$ cat src/rtl/uart_rx_pkg.sv
`default_nettype none
// ============================================================================
// Module   : uart_rx_pkg
// Purpose  : Shared UART constants and frame FSM encoding (RX and TX sides).
// Revision : 1.0
// ============================================================================
package uart_rx_pkg;

    localparam int UART_DATA_BITS      = 8;
    localparam int UART_CLK_DIV_115200 = 434;

    typedef enum logic [1:0] {
        ST_IDLE  = 2'd0,
        ST_START = 2'd1,
        ST_DATA  = 2'd2,
        ST_STOP  = 2'd3
    } uart_state_e;

endpackage : uart_rx_pkg
`default_nettype wire

$ cat src/rtl/uart_rx_sync.sv
`default_nettype none
// ============================================================================
// Module   : uart_rx_sync
// Purpose  : Two-flop synchroniser for the RX pad plus falling-edge detect.
// Revision : 1.0
// ============================================================================
module uart_rx_sync (
    input  logic i_clk,
    input  logic i_nrst,
    input  logic i_rx,
    output logic o_rx_s,
    output logic o_fall
);

    logic meta_q, meta_d;
    logic rx_s_q, rx_s_d;
    logic rx_dly_q, rx_dly_d;

    always_comb begin
        meta_d   = i_rx;
        rx_s_d   = meta_q;
        rx_dly_d = rx_s_q;
    end

    // Flops reset high so a reset never looks like a start edge.
    always_ff @(posedge i_clk or negedge i_nrst) begin
        if (!i_nrst) begin
            meta_q   <= 1'b1;
            rx_s_q   <= 1'b1;
            rx_dly_q <= 1'b1;
        end else begin
            meta_q   <= meta_d;
            rx_s_q   <= rx_s_d;
            rx_dly_q <= rx_dly_d;
        end
    end

    assign o_rx_s = rx_s_q;
    assign o_fall = rx_dly_q & ~rx_s_q;

endmodule : uart_rx_sync
`default_nettype wire

$ cat src/rtl/uart_rx.sv
`default_nettype none
// ============================================================================
// Module   : uart_rx
// Purpose  : 8N1 UART receiver, mid-bit sampling, valid/ready byte handoff.
// Revision : 1.0
// ============================================================================
module uart_rx
    import uart_rx_pkg::*;
#(
    parameter int WIDTH     = 9,
    parameter int CLK_DIV   = UART_CLK_DIV_115200,
    parameter int DATA_BITS = UART_DATA_BITS
) (
    input  logic                 i_clk,
    input  logic                 i_nrst,
    input  logic                 i_rx,
    output logic [DATA_BITS-1:0] o_data,
    output logic                 o_valid,
    input  logic                 i_ready,
    output logic                 o_busy,
    output logic                 o_frame_err,
    output logic                 o_overrun
);

    localparam int BIT_W = (DATA_BITS > 1) ? $clog2(DATA_BITS) : 1;

    localparam logic [WIDTH-1:0] CNT_LAST = WIDTH'(CLK_DIV - 1);
    localparam logic [WIDTH-1:0] CNT_HALF = WIDTH'(CLK_DIV >> 1);
    localparam logic [BIT_W-1:0] BIT_LAST = BIT_W'(DATA_BITS - 1);

    logic rx_s;
    logic fall;
    logic tick;

    uart_state_e          state_q, state_d;
    logic [WIDTH-1:0]     cnt_q, cnt_d;
    logic [BIT_W-1:0]     bit_cnt_q, bit_cnt_d;
    logic [DATA_BITS-1:0] shreg_q, shreg_d;
    logic                 deliver_q, deliver_d;
    logic [DATA_BITS-1:0] data_q, data_d;
    logic                 valid_q, valid_d;
    logic                 frame_err_q, frame_err_d;
    logic                 overrun_q, overrun_d;

    uart_rx_sync u_sync (
        .i_clk  (i_clk),
        .i_nrst (i_nrst),
        .i_rx   (i_rx),
        .o_rx_s (rx_s),
        .o_fall (fall)
    );

    assign tick = (state_q != ST_IDLE) && (cnt_q == CNT_LAST);

    always_comb begin
        state_d     = state_q;
        cnt_d       = cnt_q;
        bit_cnt_d   = bit_cnt_q;
        shreg_d     = shreg_q;
        deliver_d   = 1'b0;
        frame_err_d = 1'b0;

        if (state_q != ST_IDLE) begin
            cnt_d = tick ? '0 : cnt_q + WIDTH'(1);
        end

        case (state_q)
            // Preloading half a bit makes every later tick land mid-bit.
            ST_IDLE: begin
                if (fall) begin
                    state_d = ST_START;
                    cnt_d   = CNT_HALF;
                end
            end
            ST_START: begin
                if (tick) begin
                    if (!rx_s) begin
                        state_d   = ST_DATA;
                        bit_cnt_d = '0;
                    end else begin
                        state_d = ST_IDLE;
                    end
                end
            end
            ST_DATA: begin
                if (tick) begin
                    shreg_d = {rx_s, shreg_q[DATA_BITS-1:1]};
                    if (bit_cnt_q == BIT_LAST) begin
                        state_d = ST_STOP;
                    end else begin
                        bit_cnt_d = bit_cnt_q + BIT_W'(1);
                    end
                end
            end
            ST_STOP: begin
                if (tick) begin
                    state_d = ST_IDLE;
                    if (rx_s) begin
                        deliver_d = 1'b1;
                    end else begin
                        frame_err_d = 1'b1;
                    end
                end
            end
            default: state_d = ST_IDLE;
        endcase
    end

    // A fresh byte replaces the held one only if the sink is taking it now.
    always_comb begin
        data_d    = data_q;
        valid_d   = valid_q;
        overrun_d = 1'b0;

        if (valid_q && i_ready) begin
            valid_d = 1'b0;
        end
        if (deliver_q) begin
            if (!valid_q || i_ready) begin
                data_d  = shreg_q;
                valid_d = 1'b1;
            end else begin
                overrun_d = 1'b1;
            end
        end
    end

    always_ff @(posedge i_clk or negedge i_nrst) begin
        if (!i_nrst) begin
            state_q     <= ST_IDLE;
            cnt_q       <= '0;
            bit_cnt_q   <= '0;
            shreg_q     <= '0;
            deliver_q   <= 1'b0;
            data_q      <= '0;
            valid_q     <= 1'b0;
            frame_err_q <= 1'b0;
            overrun_q   <= 1'b0;
        end else begin
            state_q     <= state_d;
            cnt_q       <= cnt_d;
            bit_cnt_q   <= bit_cnt_d;
            shreg_q     <= shreg_d;
            deliver_q   <= deliver_d;
            data_q      <= data_d;
            valid_q     <= valid_d;
            frame_err_q <= frame_err_d;
            overrun_q   <= overrun_d;
        end
    end

    assign o_data      = data_q;
    assign o_valid     = valid_q;
    assign o_busy      = (state_q != ST_IDLE);
    assign o_frame_err = frame_err_q;
    assign o_overrun   = overrun_q;

endmodule : uart_rx
`default_nettype wire

$ cat config.mk
export PLATFORM = sky130hd
export DESIGN_NAME = uart_rx
export DESIGN_NICKNAME = d
export VERILOG_FILES = /design/src/rtl/uart_rx_pkg.sv /design/src/rtl/uart_rx_sync.sv /design/src/rtl/uart_rx.sv
export SDC_FILE = /design/constraint.sdc
export NUM_CORES = 1
export LEC_CHECK = 0
export CAP_MARGIN = 20
export CORE_MARGIN = 2
export CORE_UTILIZATION = 50
export CTS_CLUSTER_DIAMETER = 100
export DETAILED_ROUTE_END_ITERATION = 10
export GPL_TIMING_DRIVEN = 0
export PLACE_DENSITY_LB_ADDON = 0.3
export SLEW_MARGIN = 20
export SYNTH_ARGS = -nofsm -noshare
export SYNTH_HDL_FRONTEND = slang
export SYNTH_SLANG_ARGS = --single-unit
$ cat constraint.sdc
create_clock -name i_clk -period 1.4 [get_ports i_clk]
set_input_delay 0.28 -clock i_clk [delete_from_list [all_inputs] [get_ports i_clk]]
set_output_delay 0.28 -clock i_clk [all_outputs]
set_load 0.02 [all_outputs]
## Word-level counts from Yosys, hierarchy flattened

Cells that the tools add are included.

| operators by class | value |
|---|---|
| add/subtract/negate cells | 2 |
| multipliers | 0 |
| divide/modulo/power cells | 0 |
| $lt $le $gt $ge | 0 |
| equality and inequality tests | 12 |
| shift operators | 0 |
| mux-type cells | 27 |
| bitwise gates (word level) | 2 |
| reduce and logical (&&, ||, !) cells | 11 |

Operator list:

| operator | count |
|---|---|
| $mux 9 | 4 |
| $ne 2x2->1 const B | 7 |
| $mux 2 | 6 |
| $mux 3 | 4 |
| $mux 1 | 11 |
| $reduce_and 5->1 | 2 |
| $add 9x1->9 const B | 1 |
| $eq 9x9->1 const B | 1 |
| $pmux 2 s4 | 1 |
| $pmux 3 s2 | 1 |
| $eq 2x2->1 const B | 2 |
| $reduce_and 2->1 | 2 |
| $reduce_bool 2->1 | 2 |
| $add 3x1->3 const B | 1 |
| $eq 3x3->1 const B | 1 |
| $eq 2x1->1 const B | 1 |
| $logic_and 1x1->1 | 2 |
| $logic_not 2->1 | 1 |
| $and 1x1->1 | 1 |
| $logic_not 1->1 | 1 |
| $logic_or 1x1->1 | 1 |
| $not 1->1 | 1 |

| storage, ports and cells | value |
|---|---|
| register bits | 37 |
| bits in latches | 0 |
| bits in writable memories | 0 |
| ROM bits | 0 |
| memories | 0 |

## Depth between registers and ports, before layout

| depth | value |
|---|---|
| word-level depth | 6 |
| mapped depth | 6 |

## Hierarchy

Synthesis repeated with hierarchy kept, for this count alone.

| unflattened totals | value |
|---|---|
| cells, all modules | 127 |
| area total of the unflattened synthesis | 1664.1 um2 |

Modules (own cells, without submodules):

| module | instances | cells each | area each (um2) | sequential area each (um2) |
|---|---|---|---|---|
| uart_rx | 1 | 123 | 1571.5 | 850.8 |
| uart_rx_sync | 1 | 4 | 92.6 | 78.8 |

## Worst setup path before layout

No wires, ideal clock.

| path | value |
|---|---|
| kind | reg-to-reg |
| from | register cnt_q[6] |
| to | register shreg_q[0] |
| library setup time | 0.125 ns |
| data arrival time | 1.372 ns |
| slack | -0.097 ns |
| cell stages (with the launch flop) | 5 |
| buffers on the path | 0 |
| period minus slack after synthesis | 1.497 ns |
| cells stage by stage | dfrtp_1 -> nor3_2 -> nand4_4 -> nor2_8 -> mux2_4 |

| between the ends | value |
|---|---|
| longest elaborated chain between the ends | 3 |

RTL lines:

| item | line | text |
|---|---|---|
| from (decl) | uart_rx.sv:36 | `logic [WIDTH-1:0] cnt_q, cnt_d;` |
| from (signal assigned) | uart_rx.sv:141 | `cnt_q <= cnt_d;` |
| $eq 9x9->1 | uart_rx.sv:53 | `assign tick = (state_q != ST_IDLE) && (cnt_q == CNT_LAST);` |
| $logic_and 1x1->1 | uart_rx.sv:53 |  |
| $reduce_and 2->1 (no line) | n/a |  |
| to (signal assigned) | uart_rx.sv:143 | `shreg_q <= shreg_d;` |
| to (decl) | uart_rx.sv:38 | `logic [DATA_BITS-1:0] shreg_q, shreg_d;` |

Every way passes these cells.
A chain may end at the register's enable or synchronous reset.

## Worst setup path in the final report

| path | value |
|---|---|
| from | register cnt_q[2] |
| to | register cnt_q[4] |

| between the ends | value |
|---|---|
| longest elaborated chain between the ends | 6 |
| elaborated cells between the ends (all ways) | 7 |

RTL lines:

| item | line | text |
|---|---|---|
| branches (longest 2 deep; another with $add 9x1->9) | n/a |  |
| $mux 9 (*) | uart_rx.sv:64 | `cnt_d = tick ? '0 : cnt_q + WIDTH'(1);` |
| $mux 9 (*) | uart_rx.sv:63 | `if (state_q != ST_IDLE) begin` |
| $mux 9 | uart_rx.sv:70 | `if (fall) begin` |
| $mux 9 (*) | uart_rx.sv:67 | `case (state_q)` |
| named net cnt_d[4] | uart_rx.sv:36 |  |

Mark *: on every way through the listed nets, which the timed path passes.

==> reports/results.ini <==
[run_status]
status = finished with violations
violations = negative setup slack

[timing]
whs_ns = 0.2956
period_share_pct = 109.5
fmax_mhz = 652.2
skew_ns = 0.01258
drv_slew = 0
worst_slack_ns = -0.1332
hold_violations = 0
finalSetupViolations = 19
fin_crit_ns = 1.533
slew_headroom_pct = 74.60
worstMarginPinSlew_ns = 0.3801
rsz0062_at_grt = yes

[grt]
grt.total_usage_pct = 18.66
met1_usage_pct = 23.64
grt-busiest-layer = met2
antenna_found_initial = 0
gr-total-overflow = 0
use_met3_pct = 5.616
grt_pass1_wl_um = 5520
grt_use_met2_pct = 29.48
grt_max_degree = 33
grt_pass1_vias = 1181

[critical_path]
reg2regPathDepth = 6
crit_path_max_incr_delay_ns = 0.45
path_cells = nor3_4, nand4_4, buf_4, buf_4, nor2_4, o21ai_0
end_kind = flip-flop
regToRegSetupSlack_ns = -0.13
path_class = reg2reg
slowest_stage = dfrtp_2
required_ns = 1.62
crit_arrival_ns = 1.75
r2r-start = cnt_q[2]
cp_max_fo = 3
worst_r2r_endpoint = cnt_q[4]
start_kind = flip-flop
crit_path_frequent_cell = buf_4

[drt]
ant_nets = 0
drtIter0Drc = 47
firstDrtPassIters = 4
vias = 1137
wl_per_cell_um = 16.09
routed_wl_um = 3460
drc_errors = 0
vias_per_cell = 5.288

[placement]
place_area_um2 = 1933
dp_hpwl_um = 2126
io_buffers = 15
gp_congestion = 0.7904
placed_cells = 191

[synth]
yosysTopAreaCell = dfrtp_1
synthArstFlopShare_pct = 100.0
synth_cells = 129
synth_edf_count = 0
syn_area_um2 = 1690
synth_top_area_share_pct = 50.33
postSynthAreaPerCell_um2 = 13.10
synth_cell_types = 36
seq_area_frac_synth_pct = 55.00
synth_nets = 137
synth.area.top_cells = dfrtp_1 50%, mux2_4 11%, mux2_2 5.3%
synth-main-ff-cell = dfrtp_1
synth_warnings = 0
ys_seq_elements = 37

[layout]
drive_gt1_share_pct = 46.15
regArea_um2 = 937.1
fin_util_pct = 68.53
stdcell_area_um2 = 2251
nFillCells = 221
syn_to_final_growth_pct = 33.16
multi_input_area_um2 = 845.8
antenna_cells = 0
nets = 176
fin_cells = 215

[clocking]
cts_sinks = 37
clk_pin_slew_ns = 0.11
cts_root_buf = clkbuf_4
cts_tree = yes
clockBufferDepth = 2
clock_latency_ns = 0.36
cts_max_level = 2
numCtsBuffers = 5

[power_and_ir_drop]
p_leak_nw = 1.070
ir_drop_v = 0.0007859
p_per_area_nw_per_um2 = 1297
power_mw = 2.918

[floorplanning]
start_util_pct = 51.47
ios = 16
rows = 21
core_area_um2 = 3284
die-width_um = 62.15
dieArea_um2 = 3862
fp.dieH_um = 62.15

[job]
cap_viol_max_count = 0

[min_path]
hp-class = in2async

-- flip-flops by register name (all words and copies together), names as in the netlist, named ones only --
signal and flops:
bit_cnt_q 3, deliver_q 1, cnt_q 9, u_sync.o_rx_s 1
o_data 8, u_sync.meta_q 1, o_overrun 1, o_frame_err 1
o_valid 1, u_sync.rx_dly_q 1, shreg_q 8, state_q 1
-- worst max-delay path, delay by kind of cell (launching register included) --
kind | cells | cell delay [ns]
buffers and inverters | 2 | 0.32
AOI/OAI and AO/OA | 1 | 0.12
DFF | 1 | 0.45
and+or+nand+nor | 3 | 0.51
-- per-stage QoR --
step                setup TNS (ns)  setup slack, ns
floorplan                  -0.4004         -0.04677
global placement            -31.25          -0.7733
detailed placement          -4.330          -0.3241
CTS                         -1.604          -0.2149
global route                -2.708          -0.1673
finish                      -1.698          -0.1332
-- synthesized netlist by cell type, types with 2 or more instances --
library cell,number
mux2_2,8
nand2_1,7
nand3_1,3
ha_1,4
o31ai_1,2
a21oi_1,2
dfstp_2,3
mux2_4,12
xor2_1,2
o21ai_0,6
nand2_2,2
inv_1,6
nor2_1,15
dfrtp_1,34
xnor2_1,2
-- report_power, final --
group	switching [mW]	leakage, nW	internal [mW]
registers	0.131	0.473	1.20
clock network	0.388	0.0414	0.378
logic	0.425	0.555	0.401
total	0.944	1.07	1.97
-- how the worst max path moves through the flow --
stage / depth (start not counted) / endpoint / start
final: 6 / cnt_q[4] / cnt_q[2]
after global routing: 6 / cnt_q[4] / cnt_q[2]
after CTS: 4 / o_busy / state_q[0]
after detailed placement: 4 / o_busy / state_q[0]
after global placement: 1 / o_data[5] / i_nrst
after floorplan: 4 / shreg_q[0] / cnt_q[6]
-- kinds of logic (layout without fill, tap and decap cells) --
kind of cell,after synthesis,after routing,synth area share (%)
XOR/XNOR,4,4,2.073
AND/OR/NAND/NOR,42,42,16.43
flip-flops,37,37,55.00
buffers and inverters,7,47,1.998
adder cells (fa/ha/maj),4,4,2.961
AO/OA/AOI/OAI,15,15,5.551
multiplexers,20,20,15.99
-- area by class of cell --
| class | count | area share [%] |
|---|---|---|
| buffer | 1 | 0.5003 |
| clock buffer | 5 | 1.668 |
| clock inverter | 3 | 2.057 |
| inverter | 6 | 1.112 |
| multi-input combinational | 85 | 37.58 |
| sequential | 37 | 41.63 |
| tap | 46 | 2.557 |
| timing repair buffer | 32 | 12.90 |
-- layer usage --
metal	part of all wire, %	wire (um)
met5	0	0
met4	3.2	111
met3	3.7	129
met2	51	1762
met1	42	1457
-- repair_timing --
action | in CTS | in global routing
endpoints found under the setup margin | 31 | 27
resized for setup | 28 | 25
setup buffers | 9 | 6
pin swaps | 4 | 6
hold buffers | 1 | 0
hold endpoints to repair | 34 | 0
-- cells in the final DEF (no fill, tap or decap), types with 2 or more instances in the layout --
master,count
nand4_4,2
o21ai_0,4
xnor2_1,2
o31ai_1,2
a21oi_1,2
dfstp_2,3
nand3_1,3
buf_6,4
nand2_1,7
clkdlybuf4s15_1,6
o21ai_1,2
dlygate4sd2_1,5
nor2_1,11
inv_1,5
clkbuf_4,5
buf_4,13
nor2_2,2
ha_4,2
dfrtp_1,28
dfrtp_2,6
clkdlybuf4s50_1,2
xor2_1,2
nor2_4,2
mux2_2,8
nand2_4,2
mux2_4,12
Power figures use the tool's default switching activity.
